`config.mk`:
```
export PLATFORM = sky130hd
export DESIGN_NAME = srio_ireq_arbiter_flat
export DESIGN_NICKNAME = d
export VERILOG_FILES = /design/src/rtl/srio_pkg.sv /design/src/rtl/srio_ireq_arbiter_if.sv /design/src/rtl/srio_ireq_arbiter_rr_pick.sv /design/src/rtl/srio_ireq_arbiter.sv /design/src/flat_wrapper.sv
export SDC_FILE = /design/constraint.sdc
export NUM_CORES = 1
export LEC_CHECK = 0
export ABC_AREA = 1
export CORE_AREA = 2 2 127 129
export CTS_CLUSTER_DIAMETER = 120
export DETAILED_ROUTE_END_ITERATION = 8
export DIE_AREA = 0 0 129 131
export GPL_ROUTABILITY_DRIVEN = 0
export PLACE_DENSITY = 0.58
export SKIP_CTS_REPAIR_TIMING = 1
export SYNTH_ARGS = -nofsm -noshare
export SYNTH_HDL_FRONTEND = slang
export SYNTH_SLANG_ARGS = --single-unit
```
`constraint.sdc`:
```
create_clock -name log_clk -period 1.3 [get_ports log_clk]
set_input_delay 0.13 -clock log_clk [delete_from_list [all_inputs] [get_ports log_clk]]
set_output_delay 0.13 -clock log_clk [all_outputs]
set_load 0.005 [all_outputs]
```
`src/rtl/srio_pkg.sv`:
```
// srio_pkg
//   Shared definitions for the SRIO ireq arbiter slice: FSM state encoding,
//   ireq AXI-Stream field widths, the default packet length limit and the
//   FTYPE codes used by requesters when building headers.
//   Also provides a small one-hot to index helper used by the arbiter.

package srio_pkg;

  // Arbiter FSM: ARB_s picks an owner, XFER_s forwards that owner's packet.
  typedef enum logic {
    ARB_s  = 1'b0,
    XFER_s = 1'b1
  } arbState_e;

  localparam int IREQ_DATA_W       = 64;
  localparam int IREQ_KEEP_W       = 8;
  localparam int IREQ_USER_W       = 32;

  // One header beat plus 32 data beats (256 B payload).
  localparam int DEFAULT_MAX_BEATS = 33;

  localparam logic [3:0] FTYPE_DOORB = 4'hA;
  localparam logic [3:0] FTYPE_NWR   = 4'h5;

  // Converts a one-hot vector (up to 8 requesters) into its bit index.
  // An all-zero input maps to index 0.
  function automatic logic [2:0] oneHotToIdx(input logic [7:0] oneHot);
    logic [2:0] idx;
    idx = 3'd0;
    for (int i = 0; i < 8; i++) begin
      if (oneHot[i]) begin
        idx = 3'(i);
      end
    end
    return idx;
  endfunction

endpackage

```
`src/rtl/srio_ireq_arbiter_if.sv`:
```
// srio_ireq_arbiter_if
//   Bundles the requester-side AXI-Stream ports and the single core-side
//   ireq AXI-Stream channel of the arbiter.
//   Requester side (packed, requester i at slice i):
//     s_tvalid/s_tready/s_tlast [NUM_REQ], s_tdata [64*NUM_REQ],
//     s_tkeep [8*NUM_REQ], s_tuser [32*NUM_REQ] ({src_id, dest_id})
//   Core side:
//     ireq_tvalid_o, ireq_tready_in, ireq_tlast_o, ireq_tdata_o,
//     ireq_tkeep_o, ireq_tuser_o
//   Modports:
//     master - drives requests and core ready (requesters + core model)
//     slave  - the arbiter itself

interface srio_ireq_arbiter_if #(
  parameter int NUM_REQ = 2
);
  import srio_pkg::*;

  logic [NUM_REQ-1:0]             s_tvalid;
  logic [NUM_REQ-1:0]             s_tready;
  logic [NUM_REQ-1:0]             s_tlast;
  logic [IREQ_DATA_W*NUM_REQ-1:0] s_tdata;
  logic [IREQ_KEEP_W*NUM_REQ-1:0] s_tkeep;
  logic [IREQ_USER_W*NUM_REQ-1:0] s_tuser;

  logic                   ireq_tvalid_o;
  logic                   ireq_tready_in;
  logic                   ireq_tlast_o;
  logic [IREQ_DATA_W-1:0] ireq_tdata_o;
  logic [IREQ_KEEP_W-1:0] ireq_tkeep_o;
  logic [IREQ_USER_W-1:0] ireq_tuser_o;

  modport master (
    output s_tvalid, s_tlast, s_tdata, s_tkeep, s_tuser,
    input  s_tready,
    input  ireq_tvalid_o, ireq_tlast_o, ireq_tdata_o, ireq_tkeep_o, ireq_tuser_o,
    output ireq_tready_in
  );

  modport slave (
    input  s_tvalid, s_tlast, s_tdata, s_tkeep, s_tuser,
    output s_tready,
    output ireq_tvalid_o, ireq_tlast_o, ireq_tdata_o, ireq_tkeep_o, ireq_tuser_o,
    input  ireq_tready_in
  );

endinterface

```
`src/rtl/srio_ireq_arbiter_rr_pick.sv`:
```
// srio_rr_pick
//   Combinational rotate-priority picker. Returns a one-hot grant for the
//   first asserted request found searching upward from ptr_i, wrapping
//   around at NUM_REQ-1.
//   Ports:
//     req_i   [NUM_REQ] request vector
//     ptr_i   [PTR_W]   index with highest priority this cycle
//     grant_o [NUM_REQ] one-hot pick, all zero when no request

module srio_rr_pick #(
  parameter int NUM_REQ = 2,
  parameter int PTR_W   = $clog2(NUM_REQ)
) (
  input  logic [NUM_REQ-1:0] req_i,
  input  logic [PTR_W-1:0]   ptr_i,
  output logic [NUM_REQ-1:0] grant_o
);

  int               sum;
  logic [PTR_W-1:0] idx;

  // Walk offsets from farthest to nearest so the nearest requester at or
  // above the pointer is the one left standing in grant_o.
  always_comb begin
    grant_o = '0;
    sum     = 0;
    idx     = '0;
    for (int k = NUM_REQ - 1; k >= 0; k--) begin
      sum = int'(ptr_i) + k;
      if (sum >= NUM_REQ) begin
        sum = sum - NUM_REQ;
      end
      idx = PTR_W'(sum);
      if (req_i[idx]) begin
        grant_o      = '0;
        grant_o[idx] = 1'b1;
      end
    end
  end

endmodule

```
`src/rtl/srio_ireq_arbiter.sv`:
```
// srio_ireq_arbiter
//   Packet-granular arbiter sharing the SRIO logical-layer ireq channel
//   between NUM_REQ requesters. One owner at a time, the grant is held until
//   the owner's tlast handshake, then ownership rotates round-robin with a
//   one-cycle bubble between packets.
//   Ports:
//     log_clk, log_rst : clock, synchronous active-high reset
//     bus              : srio_ireq_arbiter_if.slave (requester + core streams)
//     grant_o          : one-hot current owner, 0 when idle
//     busy_o           : a packet is in flight
//     overlong_o       : one-cycle pulse when a packet runs past MAX_BEATS
//   Build option:
//     SRIO_IREQ_ARB_DB_PRIO_EN - requester 0 (doorbell path) gets strict
//     priority at arbitration and its packets do not advance the pointer.

module srio_ireq_arbiter
  import srio_pkg::*;
#(
  parameter int NUM_REQ   = 2,
  parameter int MAX_BEATS = DEFAULT_MAX_BEATS
) (
  input  logic                 log_clk,
  input  logic                 log_rst,
  srio_ireq_arbiter_if.slave   bus,
  output logic [NUM_REQ-1:0]   grant_o,
  output logic                 busy_o,
  output logic                 overlong_o
);

  localparam int               PTR_W       = $clog2(NUM_REQ);
  localparam logic [PTR_W-1:0] LAST_IDX    = PTR_W'(NUM_REQ - 1);
  localparam logic [5:0]       OVERLONG_AT = 6'(MAX_BEATS - 1);

  arbState_e        state_q;
  logic [PTR_W-1:0] rrPtr_q;
  logic [PTR_W-1:0] gIdx_q;
  logic [5:0]       beatCnt_q;
  logic [5:0]       beatCnt_d;
  logic [PTR_W-1:0] rrPtr_d;

  logic [NUM_REQ-1:0] pickReq;
  logic [NUM_REQ-1:0] rrPick;
  logic [NUM_REQ-1:0] pick;
  logic               beatXfer;
  logic               beatLast;

  logic [IREQ_DATA_W-1:0] reqData [NUM_REQ];
  logic [IREQ_KEEP_W-1:0] reqKeep [NUM_REQ];
  logic [IREQ_USER_W-1:0] reqUser [NUM_REQ];

  for (genvar i = 0; i < NUM_REQ; i++) begin : g_unpack
    assign reqData[i] = bus.s_tdata[i*IREQ_DATA_W +: IREQ_DATA_W];
    assign reqKeep[i] = bus.s_tkeep[i*IREQ_KEEP_W +: IREQ_KEEP_W];
    assign reqUser[i] = bus.s_tuser[i*IREQ_USER_W +: IREQ_USER_W];
  end

`ifdef SRIO_IREQ_ARB_DB_PRIO_EN
  // Port 0 bypasses the rotation; the rest rotate among themselves.
  assign pickReq = {bus.s_tvalid[NUM_REQ-1:1], 1'b0};
  assign pick    = bus.s_tvalid[0] ? NUM_REQ'(1) : rrPick;
`else
  assign pickReq = bus.s_tvalid;
  assign pick    = rrPick;
`endif

  srio_rr_pick #(
    .NUM_REQ (NUM_REQ),
    .PTR_W   (PTR_W)
  ) u_rr_pick (
    .req_i   (pickReq),
    .ptr_i   (rrPtr_q),
    .grant_o (rrPick)
  );

  assign beatXfer  = (state_q == XFER_s) && bus.s_tvalid[gIdx_q] && bus.ireq_tready_in;
  assign beatLast  = bus.s_tlast[gIdx_q];
  assign beatCnt_d = (beatCnt_q == 6'd63) ? beatCnt_q : beatCnt_q + 6'd1;
  assign rrPtr_d   = (gIdx_q == LAST_IDX) ? '0 : gIdx_q + PTR_W'(1);

  // Zero-latency path from the owner to the core. Payload fields follow
  // the last owner even when idle; only valid, last and ready are gated.
  always_comb begin
    bus.s_tready      = '0;
    bus.ireq_tvalid_o = 1'b0;
    bus.ireq_tlast_o  = 1'b0;
    bus.ireq_tdata_o  = reqData[gIdx_q];
    bus.ireq_tkeep_o  = reqKeep[gIdx_q];
    bus.ireq_tuser_o  = reqUser[gIdx_q];
    if (state_q == XFER_s) begin
      bus.ireq_tvalid_o    = bus.s_tvalid[gIdx_q];
      bus.ireq_tlast_o     = bus.s_tlast[gIdx_q];
      bus.s_tready[gIdx_q] = bus.ireq_tready_in;
    end
  end

  // Arbitration / transfer FSM with registered grant, busy and overlong.
  // The overlong pulse flags the packet but never truncates it.
  always_ff @(posedge log_clk) begin
    if (log_rst) begin
      state_q    <= ARB_s;
      rrPtr_q    <= '0;
      gIdx_q     <= '0;
      beatCnt_q  <= '0;
      grant_o    <= '0;
      busy_o     <= 1'b0;
      overlong_o <= 1'b0;
    end else begin
      overlong_o <= 1'b0;
      case (state_q)
        ARB_s: begin
          if (|bus.s_tvalid) begin
            grant_o <= pick;
            gIdx_q  <= PTR_W'(oneHotToIdx(8'(pick)));
            busy_o  <= 1'b1;
            state_q <= XFER_s;
          end
        end
        XFER_s: begin
          if (beatXfer) begin
            if (beatLast) begin
`ifdef SRIO_IREQ_ARB_DB_PRIO_EN
              if (gIdx_q != '0) begin
                rrPtr_q <= rrPtr_d;
              end
`else
              rrPtr_q <= rrPtr_d;
`endif
              grant_o   <= '0;
              busy_o    <= 1'b0;
              beatCnt_q <= '0;
              state_q   <= ARB_s;
            end else begin
              if (beatCnt_q == OVERLONG_AT) begin
                overlong_o <= 1'b1;
              end
              beatCnt_q <= beatCnt_d;
            end
          end
        end
        default: state_q <= ARB_s;
      endcase
    end
  end

endmodule

```
`src/flat_wrapper.sv`:
```
// flat-port wrapper written by rule: the top's interface ports become plain ports
module srio_ireq_arbiter_flat import srio_pkg::*;
#(
  parameter int NUM_REQ   = 2,
  parameter int MAX_BEATS = DEFAULT_MAX_BEATS
)
  (log_clk, log_rst, grant_o, busy_o, overlong_o, bus_s_tvalid, bus_s_tlast, bus_s_tdata, bus_s_tkeep, bus_s_tuser, bus_s_tready, bus_ireq_tvalid_o, bus_ireq_tlast_o, bus_ireq_tdata_o, bus_ireq_tkeep_o, bus_ireq_tuser_o, bus_ireq_tready_in);
  srio_ireq_arbiter_if #(.NUM_REQ(NUM_REQ)) bus_i ();
  input  logic log_clk;
  input  logic log_rst;
  output logic [NUM_REQ-1:0] grant_o;
  output logic busy_o;
  output logic overlong_o;
  input wire logic [$bits(bus_i.s_tvalid)-1:0] bus_s_tvalid;
  input wire logic [$bits(bus_i.s_tlast)-1:0] bus_s_tlast;
  input wire logic [$bits(bus_i.s_tdata)-1:0] bus_s_tdata;
  input wire logic [$bits(bus_i.s_tkeep)-1:0] bus_s_tkeep;
  input wire logic [$bits(bus_i.s_tuser)-1:0] bus_s_tuser;
  output wire logic [$bits(bus_i.s_tready)-1:0] bus_s_tready;
  output wire logic [$bits(bus_i.ireq_tvalid_o)-1:0] bus_ireq_tvalid_o;
  output wire logic [$bits(bus_i.ireq_tlast_o)-1:0] bus_ireq_tlast_o;
  output wire logic [$bits(bus_i.ireq_tdata_o)-1:0] bus_ireq_tdata_o;
  output wire logic [$bits(bus_i.ireq_tkeep_o)-1:0] bus_ireq_tkeep_o;
  output wire logic [$bits(bus_i.ireq_tuser_o)-1:0] bus_ireq_tuser_o;
  input wire logic [$bits(bus_i.ireq_tready_in)-1:0] bus_ireq_tready_in;
  assign bus_i.s_tvalid = bus_s_tvalid;
  assign bus_i.s_tlast = bus_s_tlast;
  assign bus_i.s_tdata = bus_s_tdata;
  assign bus_i.s_tkeep = bus_s_tkeep;
  assign bus_i.s_tuser = bus_s_tuser;
  assign bus_s_tready = bus_i.s_tready;
  assign bus_ireq_tvalid_o = bus_i.ireq_tvalid_o;
  assign bus_ireq_tlast_o = bus_i.ireq_tlast_o;
  assign bus_ireq_tdata_o = bus_i.ireq_tdata_o;
  assign bus_ireq_tkeep_o = bus_i.ireq_tkeep_o;
  assign bus_ireq_tuser_o = bus_i.ireq_tuser_o;
  assign bus_i.ireq_tready_in = bus_ireq_tready_in;
  srio_ireq_arbiter #(.NUM_REQ(NUM_REQ), .MAX_BEATS(MAX_BEATS)) u_core (.log_clk(log_clk), .log_rst(log_rst), .bus(bus_i), .grant_o(grant_o), .busy_o(busy_o), .overlong_o(overlong_o));
endmodule
```
## After elaboration in Yosys (flattened, before gate mapping)

Index checks and enable logic that the tools add are counted.

- Add/sub/neg operators: 5
- $mul: 0
- Divide/modulo/power cells: 0
- $lt $le $gt $ge: 9
- Equal/unequal tests: 6
- Shift-type cells: 0
- Mux-type cells: 47
- Bitwise gates (word level): 4
- Reductions and logical operators: 11

Operator list:

| kind | count |
|---|---|
| $mux W64 | 3 |
| $mux W32 | 3 |
| $mux W1 | 24 |
| $mux W8 | 3 |
| $eq A6 B6 Y1 const B | 2 |
| $mux W2 | 6 |
| $mux W6 | 2 |
| $reduce_and A3 Y1 | 3 |
| $add A6 B1 Y6 const B | 1 |
| $lt A1 B2 Y1 const B | 3 |
| $logic_and A1 B1 Y1 | 5 |
| $ge A2 B2 Y1 const B | 2 |
| $ne A2 B1 Y1 const B | 2 |
| $ne A2 B2 Y1 const B | 2 |
| $pmux W1 S2 | 2 |
| $pmux W2 S2 | 1 |
| $reduce_or A4 Y1 | 1 |
| $demux W1 S1 | 3 |
| $ge A1 B1 Y1 const B | 3 |
| $add A1 B1 Y2 const B | 1 |
| $and A2 B2 Y2 | 1 |
| $ge A1 B2 Y1 const B | 1 |
| $not A1 Y1 | 2 |
| $not A1 Y2 | 1 |
| other kinds (4) | 5 |

- Register bits: 13
- Latch bits: 0
- RAM bits: 0
- Bits in read-only memories: 0
- Word-level logic and storage cells: 89
- Memories kept: 0

## Depth between registers and ports, before layout

- Depth in word-level cells: 11
- Gate-level depth with buffers: 12

## Cells and area by module

Synthesis repeated with hierarchy kept, for this count alone.

- Cells, all modules: 454
- Area total of the unflattened synthesis: 2035.7 um^2

Modules (own cells, without submodules):

| module | times used | cells an instance | area an instance (um^2) | sequential area each (um^2) |
|---|---|---|---|---|
| srio_ireq_arbiter | 1 | 450 | 2008.2 | 260.2 |
| srio_rr_pick | 1 | 4 | 27.5 | 0.0 |

## Worst setup path after synthesis

Ideal clock, no wire load.

- Path kind: reg-to-reg
- Start point: reg u_core.beatCnt_q[0]
- End point: reg u_core.beatCnt_q[1]
- Library setup time: 0.116 ns
- Arrival: 1.131 ns
- Required time: 1.184 ns
- Path slack: 0.053 ns
- Cell stages (with the launch flop): 9
- Path buffers: 0
- Clock period less this slack: 1.247 ns
- Path through: dfxtp_1 -> ha_1 -> nand3_1 -> nor2_1 -> nand2_2 -> inv_2 -> nor2_8 -> o21ai_0 -> nor2_1

- Word-level cells in the longest chain between the ends: 3

RTL lines:

| item | RTL line | source |
|---|---|---|
| from (decl) | srio_ireq_arbiter.sv:37 | `logic [5:0] beatCnt_q;` |
| from (signal assigned) | srio_ireq_arbiter.sv:136 | `beatCnt_q <= beatCnt_d;` |
| $add A6 B1 Y6 or $eq A6 B6 Y1 (tied branches) | srio_ireq_arbiter.sv:77 | `assign beatCnt_d = (beatCnt_q == 6'd63) ? beatCnt_q : beatCnt_q + 6'd1;` |
| $mux W6 or $ne A2 B1 Y1 (tied branches) | - |  |
| $mux W6 or $reduce_and A3 Y1 (tied branches) | - |  |

Parallel ways exist; a longest one is shown, timed or not. The select of a mux whose other input is x is not followed.
A chain may end at the register's enable or synchronous reset.

## Final worst setup path

- Start point: reg u_core.gIdx_q
- End point: out bus_ireq_tdata_o[55]

- Word-level cells in the longest chain between the ends: 4

RTL lines:

| item | RTL line | source |
|---|---|---|
| from (decl) | srio_ireq_arbiter.sv:36 | `logic [PTR_W-1:0] gIdx_q;` |
| from (signal assigned) | srio_ireq_arbiter.sv:113 | `gIdx_q <= PTR_W'(oneHotToIdx(8'(pick)));` |
| $not A1 Y2 (not written as such) | srio_ireq_arbiter.sv:86 | `bus.ireq_tdata_o = reqData[gIdx_q];` |
| $mux W64 (not written as such) (3 in a row) | srio_ireq_arbiter.sv:86 |  |
| to (decl) | flat_wrapper.sv:22 | `output wire logic [$bits(bus_i.ireq_tdata_o)-1:0] bus_ireq_tdata_o;` |

Every way passes these cells. The select of a mux whose other input is x is not followed.

==> reports/results.tsv <==
metric	value	unit
Die Ht	131	µm
DRC viols	0	
max_slew headroom	80.6	%
Synth area leaders	nand2_1 (64%), dfxtp_1 (13%), inv_1 (2.8%)	
WHS	447	ps
CP Depth	8	
# IOs	327	
Worst-Margin Slew	291	ps
Worst VDD drop	301	µV
Final Slew Violations	0	
hold path endpoint	u_core.busy_o	
hold_sp	u_core.busy_o	
Post-synth EDFFs	0	
reg2reg path depth	14	
MaxCap Viol Count	0	
Tightest Hold Check Type	reg2reg	
leading area contributor after synthesis	nand2_1	
largest net degree at the start of global routing	31	
core area	15600	µm²
Sink Count	13	
fraction of layout cells with a size suffix above 1	32.8	%
vias in the first global route	3608	
Filler cells	1612	
htree depth	1	
mapped cell area	2020	µm²
Fmax achieved	603	MHz
Layout Skew	0.399	ps
Buffers on Ports	326	
sequential-to-total area share from yosys stat	12.9	%
clk slew on worst S/H paths	40	ps
Yosys cell types	23	
Max clock buf depth	2	
worst setup margin	-358	ps
initial antenna violation count	1	
initial DRC count	107	
Starting Density	12.9	%
Via Count	4169	
#FFs+latches synth	13	
Post-synth ARST share	0	%
RSZ-0062 raised after global routing	true	
area delta synth->final	246	%
Tot Pwr	3.58	mW
CP top delay family	buffers and inverters	
total die area	16900	µm²
root buf cell	clkbuf_16	
Bufs and invs on worst path	6	
crit end category	output port	
final hold viol count	0	
Mapped Nets	662	
insertion delay to the later sink of the worst-skew pair	240	ps
Critical R2R Capture	u_core.beatCnt_q[2]	
Synth top cells by count	nand2_1 (342), inv_1 (15), dfxtp_1 (13), nor2_1 (13), clkbuf_1 (11)	
DRT antenna net count	0	
WL final	15.1	mm
Cells after Synth	445	
fin nets	1075	
first-pass GRT wire length	18.3	mm
hold path cells	2	
status	finished, violations left	
critical path peak fanout	7	
drt pass-1 iters	4	
violated checks	setup timing	
setup violators final	119	
R2R setup slack	-330	ps
Critical Path AT	1530	ps
Vias/cell	3.88	
Finished Layout Cells	1074	
dpl hpwl	10.8	mm
slowest cell on the critical path	dfxtp_4	
Crit Path Category	reg2out	
Final Cycle Share	128	%
Top FF cell, synth	dfxtp_1	
setup TNS	-25320	ps
CP cell instances	buf_12 > buf_12 > buf_6 > buf_4 > clkbuf_16 > nand2_1 > nand2_1 > clkbuf_2	
r2r startpoint	u_core.gIdx_q	
CTS tree	yes	
GR Util All Layers	13.7	%
Core Rows	46	
CP peak stage delay	360	ps
Synth top area share	63.6	%
Wirelength per Cell	14.1	µm
fin crit period	1660	ps
most common cell in the netlist	nand2_1	
CP Data Required Time	1170	ps
Die Width	129	µm
Inst Count DP	1004	
crit start category	flip-flop	
GRT overflow	0	
syn avg cell area	4.54	µm²
Synth warnings	0	
CTS buffer count	3	
PD cells	513	nW/µm²
Lkg Pwr	3.70	nW
==> where the power goes <==
group	switching (mW)	leakage, nW	internal [mW]	total (mW)
combinational	0.963	3.55	1.60	2.56
sequential	0.0176	0.107	0.428	0.445
clock	0.165	0.0382	0.413	0.578
==> logic make-up after synthesis <==
group / count (synthesis) / share of synthesized area [%]
xor+xnor: 1 / 0.434
buf+inv: 42 / 9.05
fa+ha+maj: 2 / 1.24
simple gates: 374 / 73.0
flops: 13 / 12.9
compound gates: 13 / 3.35
==> routing by layer <==
metal | vias to the layer above | track usage (%) | part of all wire, %
li1 | 2156 | - | -
met1 | 1788 | 14.9 | 39
met2 | 210 | 26.8 | 52
met3 | 15 | 3.38 | 8.1
met4 | 0 | 3.07 | 1.3
met5 | - | 0 | 0
==> layout by cell type (no fill, tap or decap), types with 14 or more instances in the layout <==
master             n
dlymetal6s2s_1    32
clkbuf_16         14
clkbuf_2          50
nand2_2           62
inv_1             14
buf_4             37
buf_2             18
nand2_1          268
nand2_4           18
clkdlybuf4s50_1  218
buf_6             42
==> worst register-to-register path: stages, from the launching register on <==
cell and delay (ps):
dfxtp_4 380, buf_12 170, buf_12 140, buf_8 100
nand2_4 50, nand2_4 60, inv_2 40, buf_6 110
nand2_4 80, inv_4 50, nor2_8 140, nand2_1 70
nand2_1 50, inv_1 40, nor2_1 90
==> stage by stage <==
step	util (%)	cell area, µm²	setup slack [ps]
global placement	37.5	5850	-264
finish	44.8	6980	-358
CTS	38.0	5930	-470
floorplan	-	2020	53.1
global route	44.8	6980	-416
detailed placement	37.5	5850	-258
==> how the worst max path moves through the flow <==
stage | to | from | slack [ps]
floorplan | u_core.beatCnt_q[1] | u_core.beatCnt_q[0] | 50
global placement | bus_ireq_tdata_o[30] | bus_s_tdata[94] | -260
detailed placement | bus_ireq_tdata_o[30] | bus_s_tdata[94] | -260
CTS | bus_ireq_tkeep_o[6] | u_core.gIdx_q | -470
global route | bus_ireq_tdata_o[55] | u_core.gIdx_q | -420
finish | bus_ireq_tdata_o[55] | u_core.gIdx_q | -360
==> layout make-up <==
type | instances | area [µm²] | share of cell area [%]
antenna | 1 | 2.50 | 0.0358
clock buffer | 4 | 78.8 | 1.13
inverter | 19 | 100 | 1.43
multi-input combinational | 390 | 1910 | 27.3
sequential | 13 | 264 | 3.78
tap | 216 | 270 | 3.87
timing repair buffer | 430 | 4340 | 62.2
timing repair inverter | 1 | 16.3 | 0.233
==> registers in the layout (all words and copies together) (netlist names) <==
name / count
u_core.beatCnt_q: 6
u_core.busy_o: 1
u_core.gIdx_q: 1
u_core.grant_o: 2
u_core.overlong_o: 1
u_core.rrPtr_q: 1
u_core.state_q: 1
No activity file was read; power rests on OpenSTA's default activity.
